===== config.mk =====
export PLATFORM = sky130hd
export DESIGN_NAME = bch_encoder_serial_flat
export DESIGN_NICKNAME = d
export VERILOG_FILES = /design/src/rtl/bch_encoder_serial_pkg.sv /design/src/rtl/bch_encoder_serial_if.sv /design/src/rtl/bch_encoder_serial_lfsr_div.sv /design/src/rtl/bch_encoder_serial.sv /design/src/flat_wrapper.sv
export SDC_FILE = /design/constraint.sdc
export NUM_CORES = 1
export LEC_CHECK = 0
export CAP_MARGIN = 20
export CORE_MARGIN = 1
export CORE_UTILIZATION = 30
export DETAILED_ROUTE_END_ITERATION = 6
export DONT_BUFFER_PORTS = 1
export GPL_ROUTABILITY_DRIVEN = 0
export SLEW_MARGIN = 0
export SYNTH_ARGS = -nofsm -noshare
export SYNTH_HDL_FRONTEND = slang
export SYNTH_SLANG_ARGS = --single-unit

===== constraint.sdc =====
create_clock -name i_Clock -period 1.7 [get_ports i_Clock]
set_input_delay 0.17 -clock i_Clock [delete_from_list [all_inputs] [get_ports i_Clock]]
set_output_delay 0.17 -clock i_Clock [all_outputs]
set_load 0.05 [all_outputs]

===== src/rtl/bch_encoder_serial_pkg.sv =====
// Shared (15,7) BCH definitions: code sizes, generator polynomial, word types and
// the serial encoder state encoding. Also imported by the syndrome decoder.
package bch15_7_pkg;

  localparam int unsigned N  = 15;
  localparam int unsigned K  = 7;
  localparam int unsigned NK = N - K;
  localparam logic [8:0]  GEN_POLY = 9'b111010001;

  typedef logic [K-1:0]  message_t;
  typedef logic [N-1:0]  codeword_t;
  typedef logic [NK-1:0] syndrome_t;

  typedef enum logic [1:0] {
    ST_IDLE = 2'd0,
    ST_CALC = 2'd1,
    ST_OUT  = 2'd2
  } enc_state_e;

endpackage


===== src/rtl/bch_encoder_serial_if.sv =====
// Message-in / codeword-out handshake bundle of the serial BCH encoder.
// Optional BCH_ENC_ERR_INJECT_EN adds the error mask input and injected flag.
interface bch_encoder_serial_if;
  import bch15_7_pkg::*;

  message_t  i_Message;
  logic      i_MsgValid;
  logic      o_MsgReady;
  codeword_t o_CodeWord;
  logic      o_CwValid;
  logic      i_CwReady;
  logic      o_Busy;
`ifdef BCH_ENC_ERR_INJECT_EN
  codeword_t i_ErrMask;
  logic      o_Injected;

  modport master (output i_Message, i_MsgValid, i_CwReady, i_ErrMask,
                  input  o_MsgReady, o_CodeWord, o_CwValid, o_Busy, o_Injected);
  modport slave  (input  i_Message, i_MsgValid, i_CwReady, i_ErrMask,
                  output o_MsgReady, o_CodeWord, o_CwValid, o_Busy, o_Injected);
`else
  modport master (output i_Message, i_MsgValid, i_CwReady,
                  input  o_MsgReady, o_CodeWord, o_CwValid, o_Busy);
  modport slave  (input  i_Message, i_MsgValid, i_CwReady,
                  output o_MsgReady, o_CodeWord, o_CwValid, o_Busy);
`endif
endinterface


===== src/rtl/bch_encoder_serial_lfsr_div.sv =====
// One-bit-per-clock polynomial division step (MSB first) with clear and enable.
// rem_next is the value the remainder register takes on the coming edge.
module bch_lfsr_div #(
  parameter int unsigned   W    = 8,
  parameter logic [W-1:0]  TAPS = 8'hD1
) (
  input  logic         clk,
  input  logic         rst,
  input  logic         clr,
  input  logic         en,
  input  logic         din,
  output logic [W-1:0] rem_next
);
  logic [W-1:0] rem_q, rem_d;
  logic         fb;

  always_comb begin
    fb    = din ^ rem_q[W-1];
    rem_d = rem_q;
    if (clr)
      rem_d = '0;
    else if (en)
      rem_d = {rem_q[W-2:0], 1'b0} ^ (fb ? TAPS : '0);
  end

  always_ff @(posedge clk) begin
    if (rst) rem_q <= '0;
    else     rem_q <= rem_d;
  end

  assign rem_next = rem_d;
endmodule


===== src/rtl/bch_encoder_serial.sv =====
// Systematic serial (15,7) BCH encoder: 7 LFSR cycles per message, codeword = {msg, parity}.
// Optional BCH_ENC_ERR_INJECT_EN: XOR a per-message error mask into the output codeword.
module bch_encoder_serial
  import bch15_7_pkg::*;
#(
  parameter logic [8:0]  GeneratorPolinomial = GEN_POLY,
  parameter int unsigned N = 15,
  parameter int unsigned K = 7
) (
  input  logic                 i_Clock,
  input  logic                 i_Reset,
  bch_encoder_serial_if.slave  bus
);
  localparam int unsigned NK_W = N - K;

  enc_state_e state_q, state_d;
  message_t   msg_q, msg_d;
  message_t   sr_q, sr_d;
  logic [2:0] cnt_q, cnt_d;
  logic       msg_ready_q, msg_ready_d;
  logic       cw_valid_q, cw_valid_d;
  logic       busy_q, busy_d;
  codeword_t  cw_q, cw_d;
  codeword_t  mask_q, mask_d;
`ifdef BCH_ENC_ERR_INJECT_EN
  logic       inj_q, inj_d;
`endif

  logic       lfsr_clr, lfsr_en;
  syndrome_t  lfsr_next;

  bch_lfsr_div #(
    .W    (NK_W),
    .TAPS (GeneratorPolinomial[NK_W-1:0])
  ) u_lfsr (
    .clk      (i_Clock),
    .rst      (i_Reset),
    .clr      (lfsr_clr),
    .en       (lfsr_en),
    .din      (sr_q[K-1]),
    .rem_next (lfsr_next)
  );

  always_comb begin
    state_d  = state_q;
    msg_d    = msg_q;
    sr_d     = sr_q;
    cnt_d    = cnt_q;
    cw_d     = cw_q;
    mask_d   = mask_q;
    lfsr_clr = 1'b0;
    lfsr_en  = 1'b0;
`ifdef BCH_ENC_ERR_INJECT_EN
    inj_d    = inj_q;
`endif
    unique case (state_q)
      ST_IDLE: begin
        if (bus.i_MsgValid) begin
          msg_d    = bus.i_Message;
          sr_d     = bus.i_Message;
          cnt_d    = '0;
          lfsr_clr = 1'b1;
          state_d  = ST_CALC;
`ifdef BCH_ENC_ERR_INJECT_EN
          mask_d   = bus.i_ErrMask;
          inj_d    = |bus.i_ErrMask;
`endif
        end
      end
      ST_CALC: begin
        lfsr_en = 1'b1;
        sr_d    = {sr_q[K-2:0], 1'b0};
        cnt_d   = cnt_q + 3'd1;
        // Capture the codeword from the final division step so it is valid on entry to OUT.
        if (cnt_q == 3'(K-1)) begin
          cw_d    = {msg_q, lfsr_next} ^ mask_q;
          state_d = ST_OUT;
        end
      end
      ST_OUT: begin
        if (bus.i_CwReady) state_d = ST_IDLE;
      end
      default: state_d = ST_IDLE;
    endcase
    msg_ready_d = (state_d == ST_IDLE);
    cw_valid_d  = (state_d == ST_OUT);
    busy_d      = (state_d != ST_IDLE);
  end

  always_ff @(posedge i_Clock) begin
    if (i_Reset) begin
      state_q     <= ST_IDLE;
      msg_q       <= '0;
      sr_q        <= '0;
      cnt_q       <= '0;
      msg_ready_q <= 1'b1;
      cw_valid_q  <= 1'b0;
      busy_q      <= 1'b0;
      cw_q        <= '0;
      mask_q      <= '0;
`ifdef BCH_ENC_ERR_INJECT_EN
      inj_q       <= 1'b0;
`endif
    end else begin
      state_q     <= state_d;
      msg_q       <= msg_d;
      sr_q        <= sr_d;
      cnt_q       <= cnt_d;
      msg_ready_q <= msg_ready_d;
      cw_valid_q  <= cw_valid_d;
      busy_q      <= busy_d;
      cw_q        <= cw_d;
      mask_q      <= mask_d;
`ifdef BCH_ENC_ERR_INJECT_EN
      inj_q       <= inj_d;
`endif
    end
  end

  assign bus.o_MsgReady = msg_ready_q;
  assign bus.o_CwValid  = cw_valid_q;
  assign bus.o_Busy     = busy_q;
  assign bus.o_CodeWord = cw_q;
`ifdef BCH_ENC_ERR_INJECT_EN
  assign bus.o_Injected = inj_q;
`endif
endmodule


===== src/flat_wrapper.sv =====
// flat-port wrapper written by rule: the top's interface ports become plain ports
module bch_encoder_serial_flat import bch15_7_pkg::*;
#(
  parameter logic [8:0]  GeneratorPolinomial = GEN_POLY,
  parameter int unsigned N = 15,
  parameter int unsigned K = 7
)
  (i_Clock, i_Reset, bus_i_Message, bus_i_MsgValid, bus_i_CwReady, bus_o_MsgReady, bus_o_CodeWord, bus_o_CwValid, bus_o_Busy);
  bch_encoder_serial_if bus_i ();
  input  logic i_Clock;
  input  logic i_Reset;
  input wire logic [$bits(bus_i.i_Message)-1:0] bus_i_Message;
  input wire logic [$bits(bus_i.i_MsgValid)-1:0] bus_i_MsgValid;
  input wire logic [$bits(bus_i.i_CwReady)-1:0] bus_i_CwReady;
  output wire logic [$bits(bus_i.o_MsgReady)-1:0] bus_o_MsgReady;
  output wire logic [$bits(bus_i.o_CodeWord)-1:0] bus_o_CodeWord;
  output wire logic [$bits(bus_i.o_CwValid)-1:0] bus_o_CwValid;
  output wire logic [$bits(bus_i.o_Busy)-1:0] bus_o_Busy;
  assign bus_i.i_Message = bus_i_Message;
  assign bus_i.i_MsgValid = bus_i_MsgValid;
  assign bus_i.i_CwReady = bus_i_CwReady;
  assign bus_o_MsgReady = bus_i.o_MsgReady;
  assign bus_o_CodeWord = bus_i.o_CodeWord;
  assign bus_o_CwValid = bus_i.o_CwValid;
  assign bus_o_Busy = bus_i.o_Busy;
  bch_encoder_serial #(.GeneratorPolinomial(GeneratorPolinomial), .N(N), .K(K)) u_core (.i_Clock(i_Clock), .i_Reset(i_Reset), .bus(bus_i));
endmodule

# Yosys cells after proc, flatten, opt, wreduce, memory -nomap -nowiden
# Cells that the tools add are included.
classes:
  n_eq_ne: 5
  bitwise_logic: 2
  n_mux: 14
  n_reduce_logical: 7
  addsub: 1
ops:
  columns: ["op", "count"]
  rows:
  - ["8-bit two-way mux", 3]
  - ["7-bit case mux with 2 select lines", 1]
  - ["8-bit bitwise XOR", 1]
  - ["7-bit two-way mux", 1]
  - ["2-bit two-way mux", 3]
  - ["2-bit case mux with 3 select lines", 1]
  - ["3-bit case mux with 2 select lines", 1]
  - ["2-bit AND reduction", 3]
  - ["2-bit == test, second input constant", 2]
  - ["2-bit logical NOT", 2]
  - ["2-bit nonzero test", 2]
  - ["3-bit by 1-bit adder with 3-bit output, second input constant", 1]
  - ["3-bit == test, second input constant", 1]
  - ["1-bit two-way mux", 3]
  - ["3-bit two-way mux", 1]
  - ["2-bit by 1-bit == test with 1-bit output, second input constant", 1]
  - ["2-bit inequality test, second input constant", 1]
  - ["1-bit bitwise XOR", 1]
word_totals:
  ff_bits: 45
  input_bits: 11
  output_inout_bits: 18
  elab_cells: 38

# Longest topological paths before layout
depth:
  ltp_word: 5
  depth_mapped: 7
  ltp_nobuf: 5

# By module
# A second synthesis with hierarchy kept.
hier_totals:
  hier_cells: 206
  area_unflattened_um2: 1815.5
by_module_without_submodules:
  columns: ["mod", "cells_per_inst", "area_per_inst_um2", "seq_area_each_um2", "instances"]
  rows:
  - ["bch_encoder_serial", 159, 1368.8, 740.7, 1]
  - ["bch_lfsr_div", 47, 446.7, 160.2, 1]

# Least setup slack after synthesis
# Ideal clock, no wire load.
synth_timing:
  path_type: "flip-flop to flip-flop"
  start: "reg u_core.cnt_q[0]"
  end: "reg u_core.cw_q[4], in the netlist u_core.bus.o_CodeWord[4]"
  path_slack_ps: 379
  synth_period_minus_slack_ps: 1321
  path_stages_with_launch: 7
  n_path_buf: 2
  arrival_time_ps: 1242
  required_time_ps: 1621
  setup_time_ps: 79
  path_cell_list: "dfxtp_1 inv_1 ha_1 and4b_1 buf_4 buf_4 a211oi_2"
synth_via:
  elab_chain_cells: 2
synth_lines:
  columns: ["item", "line_no", "rtl"]
  rows:
  - ["from (decl)", "bch_encoder_serial.sv:19", "logic [2:0] cnt_q, cnt_d;"]
  - ["from (signal assigned)", "bch_encoder_serial.sv:108", "cnt_q <= cnt_d;"]
  - ["3-bit == test", "bch_encoder_serial.sv:75", "if (cnt_q == 3'(K-1)) begin"]
  - ["2-bit AND reduction (no line)", null, null]
  - ["to (signal assigned)", "bch_encoder_serial.sv:112", "cw_q <= cw_d;"]
  - ["to (decl)", "bch_encoder_serial.sv:23", "codeword_t cw_q, cw_d;"]
# Every way passes these cells.
# A chain may end at the register's enable or synchronous reset.

# Worst setup path in the final report
layout_timing:
  start: "reg u_core.cnt_q[0]"
  end: "reg u_core.cw_q[7], in the netlist u_core.bus.o_CodeWord[7]"
# Same word-level chain as after synthesis.

==> qor.yml <==
status: "completed"
num_rows: 28
drc: 0
synth_fa_ha_area_share_pct: 1.32
initial_utilization_pct: 31.6
cts_buffers: 5
grt_pass1_vias: 1275
clk_latency_ns: 0.30
max-cap-violations: 0
yosysUniqueCellTypes: 35
root_buffer: "clkbuf_8"
cpMaxStageDelayCell: "nand4b_2"
nFillCells: 614
crit_fanout: 16
area.growth.synth_to_final_pct: 9.52
routed_wl_um: 3850
dp_worst_setup_slack_ns: 0.00938
viasPerCell: 4.85
worst-endpoint-arrival_ns: 1.70
io_buffer_count: 0
drt_iter0_markers: 90
synth-edff-count: 0
crit_chain: "inv_1 -> ha_1 -> nand4b_2 -> nand3b_1 -> o31ai_2"
yosysWarnings: 0
ios: 29
hold_class: "in -> reg"
critPathCaptureType: "flop"
clockBufferDepth: 2
post-route-period-util_pct: 89.2
vias: 1388
irDropWorstVdd_mv: 0.501
cp_data_required_time_ns: 1.88
clock-sinks: 45
synth_flop_cell: "dfxtp_1"
synth_nets: 222
ys_top_cells_by_area: "dfxtp_1 48%, a21oi_1 8.2%, nand2_1 8.1%"
hpwl_um: 2500
synthMuxAreaShare_pct: 1.06
setup_slack_ns: 0.183
critPathKind: "reg -> reg"
fmax_mhz: 659
antenna_found_initial: 0
cp_top_family: "simple AND/OR/NAND/NOR gates"
grt.total_usage_pct: 12.3
htreeDepth: 2
max_stage_delay_ns: 0.42
synthCells: 209
final_core_util_pct: 34.6
slew_violations: 0
nets: 223
fp.coreArea_sq_um: 5990
wl_per_cell_um: 13.5
start_kind: "flop"
synth_xor_area_share_pct: 4.37
path_buf_inv: 1
postCtsSetupBuffers: 0
synth_top_family_by_area: "simple AND/OR/NAND/NOR gates"
cts_tree: "done"
avgSynthCellArea_sq_um: 9.05
grt_overflow: 0
ant_nets: 0
synth_common_cells: "45 x dfxtp_1, 41 x nand2_1, 31 x a21oi_1, 17 x nor2_1, 9 x nand2b_1"
hold_violations: 0
setup_viol: 0
worstMarginPinSlew_ns: 0.527
power_density_nw_per_um2: 954
fin_hold_ws_ns: 0.0150
power.leakage_nw: 0.753
fin_skew_ns: 0.00659
p_total_mw: 1.98
dr.pass1.iters: 4
async_flop_share_pct: 0
rsz0062_at_grt: "no"
yosysTopAreaCell: "dfxtp_1"
n_antenna_cell: 0
synth_simple_gate_area_share_pct: 23.7
ys_ff_latch: 45
synth.top_cell.area_share_pct: 47.6
clk_pin_slew_ns: 0.09
min_period_ns: 1.52
dieArea_sq_um: 6630
layout-drive-gt1-share_pct: 15.6
netlist_area_sq_um: 1890
fin_setup_tns_ns: 0
synth_compound_area_share_pct: 16.4
ys_seq_area_share_pct: 47.6
grt_max_degree: 39
die_height_um: 81.4
slew_headroom_pct: 64.8
grt_pass1_wl_um: 6180
synth.most_common_cell: "dfxtp_1"
die_w_um: 81.4
-- registers in the layout, indices dropped and copies added (netlist names) --
signal and flops:
u_core.bus.o_Busy 1, u_core.bus.o_CodeWord 15, u_core.bus.o_CwValid 1, u_core.bus.o_MsgReady 1
u_core.cnt_q 3, u_core.msg_q 7, u_core.sr_q 7, u_core.state_q 2
u_core.u_lfsr.rem_q 8
-- metal layers --
| metal | track usage (%) | part of all wire (%) |
|---|---|---|
| met5 | 0 | 0 |
| met4 | 5.36 | 1.6 |
| met3 | 3.67 | 6.3 |
| met2 | 19.8 | 47 |
| met1 | 15.1 | 45 |
-- path summary, 6_finish.rpt --
path | from | to | slack, ns | depth (start not counted)
worst max-delay path | u_core.cnt_q[0]$_SDFFE_PP0P_ | u_core.bus.o_CodeWord[7]$_SDFFE_PP0P_ | 0.18 | 5
worst min-delay path | bus_i_Message[2] | u_core.msg_q[2]$_SDFFE_PP0P_ | 0.01 | 2
worst max register to register | u_core.cnt_q[0]$_SDFFE_PP0P_ | u_core.bus.o_CodeWord[7]$_SDFFE_PP0P_ | 0.18 | 5
worst min register to register | u_core.msg_q[2]$_SDFFE_PP0P_ | u_core.bus.o_CodeWord[10]$_SDFFE_PP0P_ | 0.46 | 2
-- cell type report --
| type | count | area [sq um] | share of cell area, % |
|---|---|---|---|
| Multi-Input combinational cell | 146 | 887 | 42.8 |
| Sequential cell | 45 | 901 | 43.5 |
| Tap cell | 75 | 93.8 | 4.53 |
| Timing Repair Buffer | 10 | 92.6 | 4.47 |
| Clock buffer | 5 | 68.8 | 3.32 |
| Clock inverter | 3 | 21.3 | 1.03 |
| Inverter | 2 | 7.51 | 0.362 |
-- placed cells by master, fill, tap and decap left out, drive strengths merged --
cell type and count:
mux2i 2, nor3b 1, a2bb2oi 1, o211ai 4, o21ba 1, o21bai 1, a311oi 1, dlygate4sd3 2
xnor2 1, clkinv 1, a21oi 32, o31ai 1, nor2b 1, xor3 2, o21ai 1, nor2 17
inv 3, or3b 8, and4b 1, a22oi 3, nand2b 9, buf 8, nand2 41, clkinvlp 1
ha 2, xor2 3, nand4b 1, dfxtp 45, a211oi 2, clkbuf 5, nand3b 3, nor3 7
-- cell families (layout without fill, tap and decap cells) --
| family | Yosys count | after routing |
|---|---|---|
| compound gates | 47 | 47 |
| xor+xnor | 6 | 6 |
| fa+ha+maj | 2 | 2 |
| buf+inv | 18 | 20 |
| flops | 45 | 45 |
| mux | 2 | 2 |
| simple gates | 89 | 89 |
-- metrics by stage --
| step | instance area, sq um | std cells |
|---|---|---|
| 6_report | 2070 | 286 |
| 3_3_place_gp | 1940 | 275 |
| 5_1_grt | 2070 | 286 |
| 2_1_floorplan | 1890 | 209 |
| 3_5_place_dp | 1940 | 275 |
| 4_1_cts | 2070 | 286 |
-- power breakdown --
part / total (mW) / switching (mW) / internal [mW]
logic: 0.180 / 0.0950 / 0.0852
clock network: 0.668 / 0.376 / 0.292
registers: 1.13 / 0.0380 / 1.09
-- timing repair --
item	CTS	global route
resized for setup	1	0
endpoints found under the setup margin	1	0
hold endpoints to repair	39	0
hold buffers	3	0
Note: power is estimated with default switching activity, not from simulation.
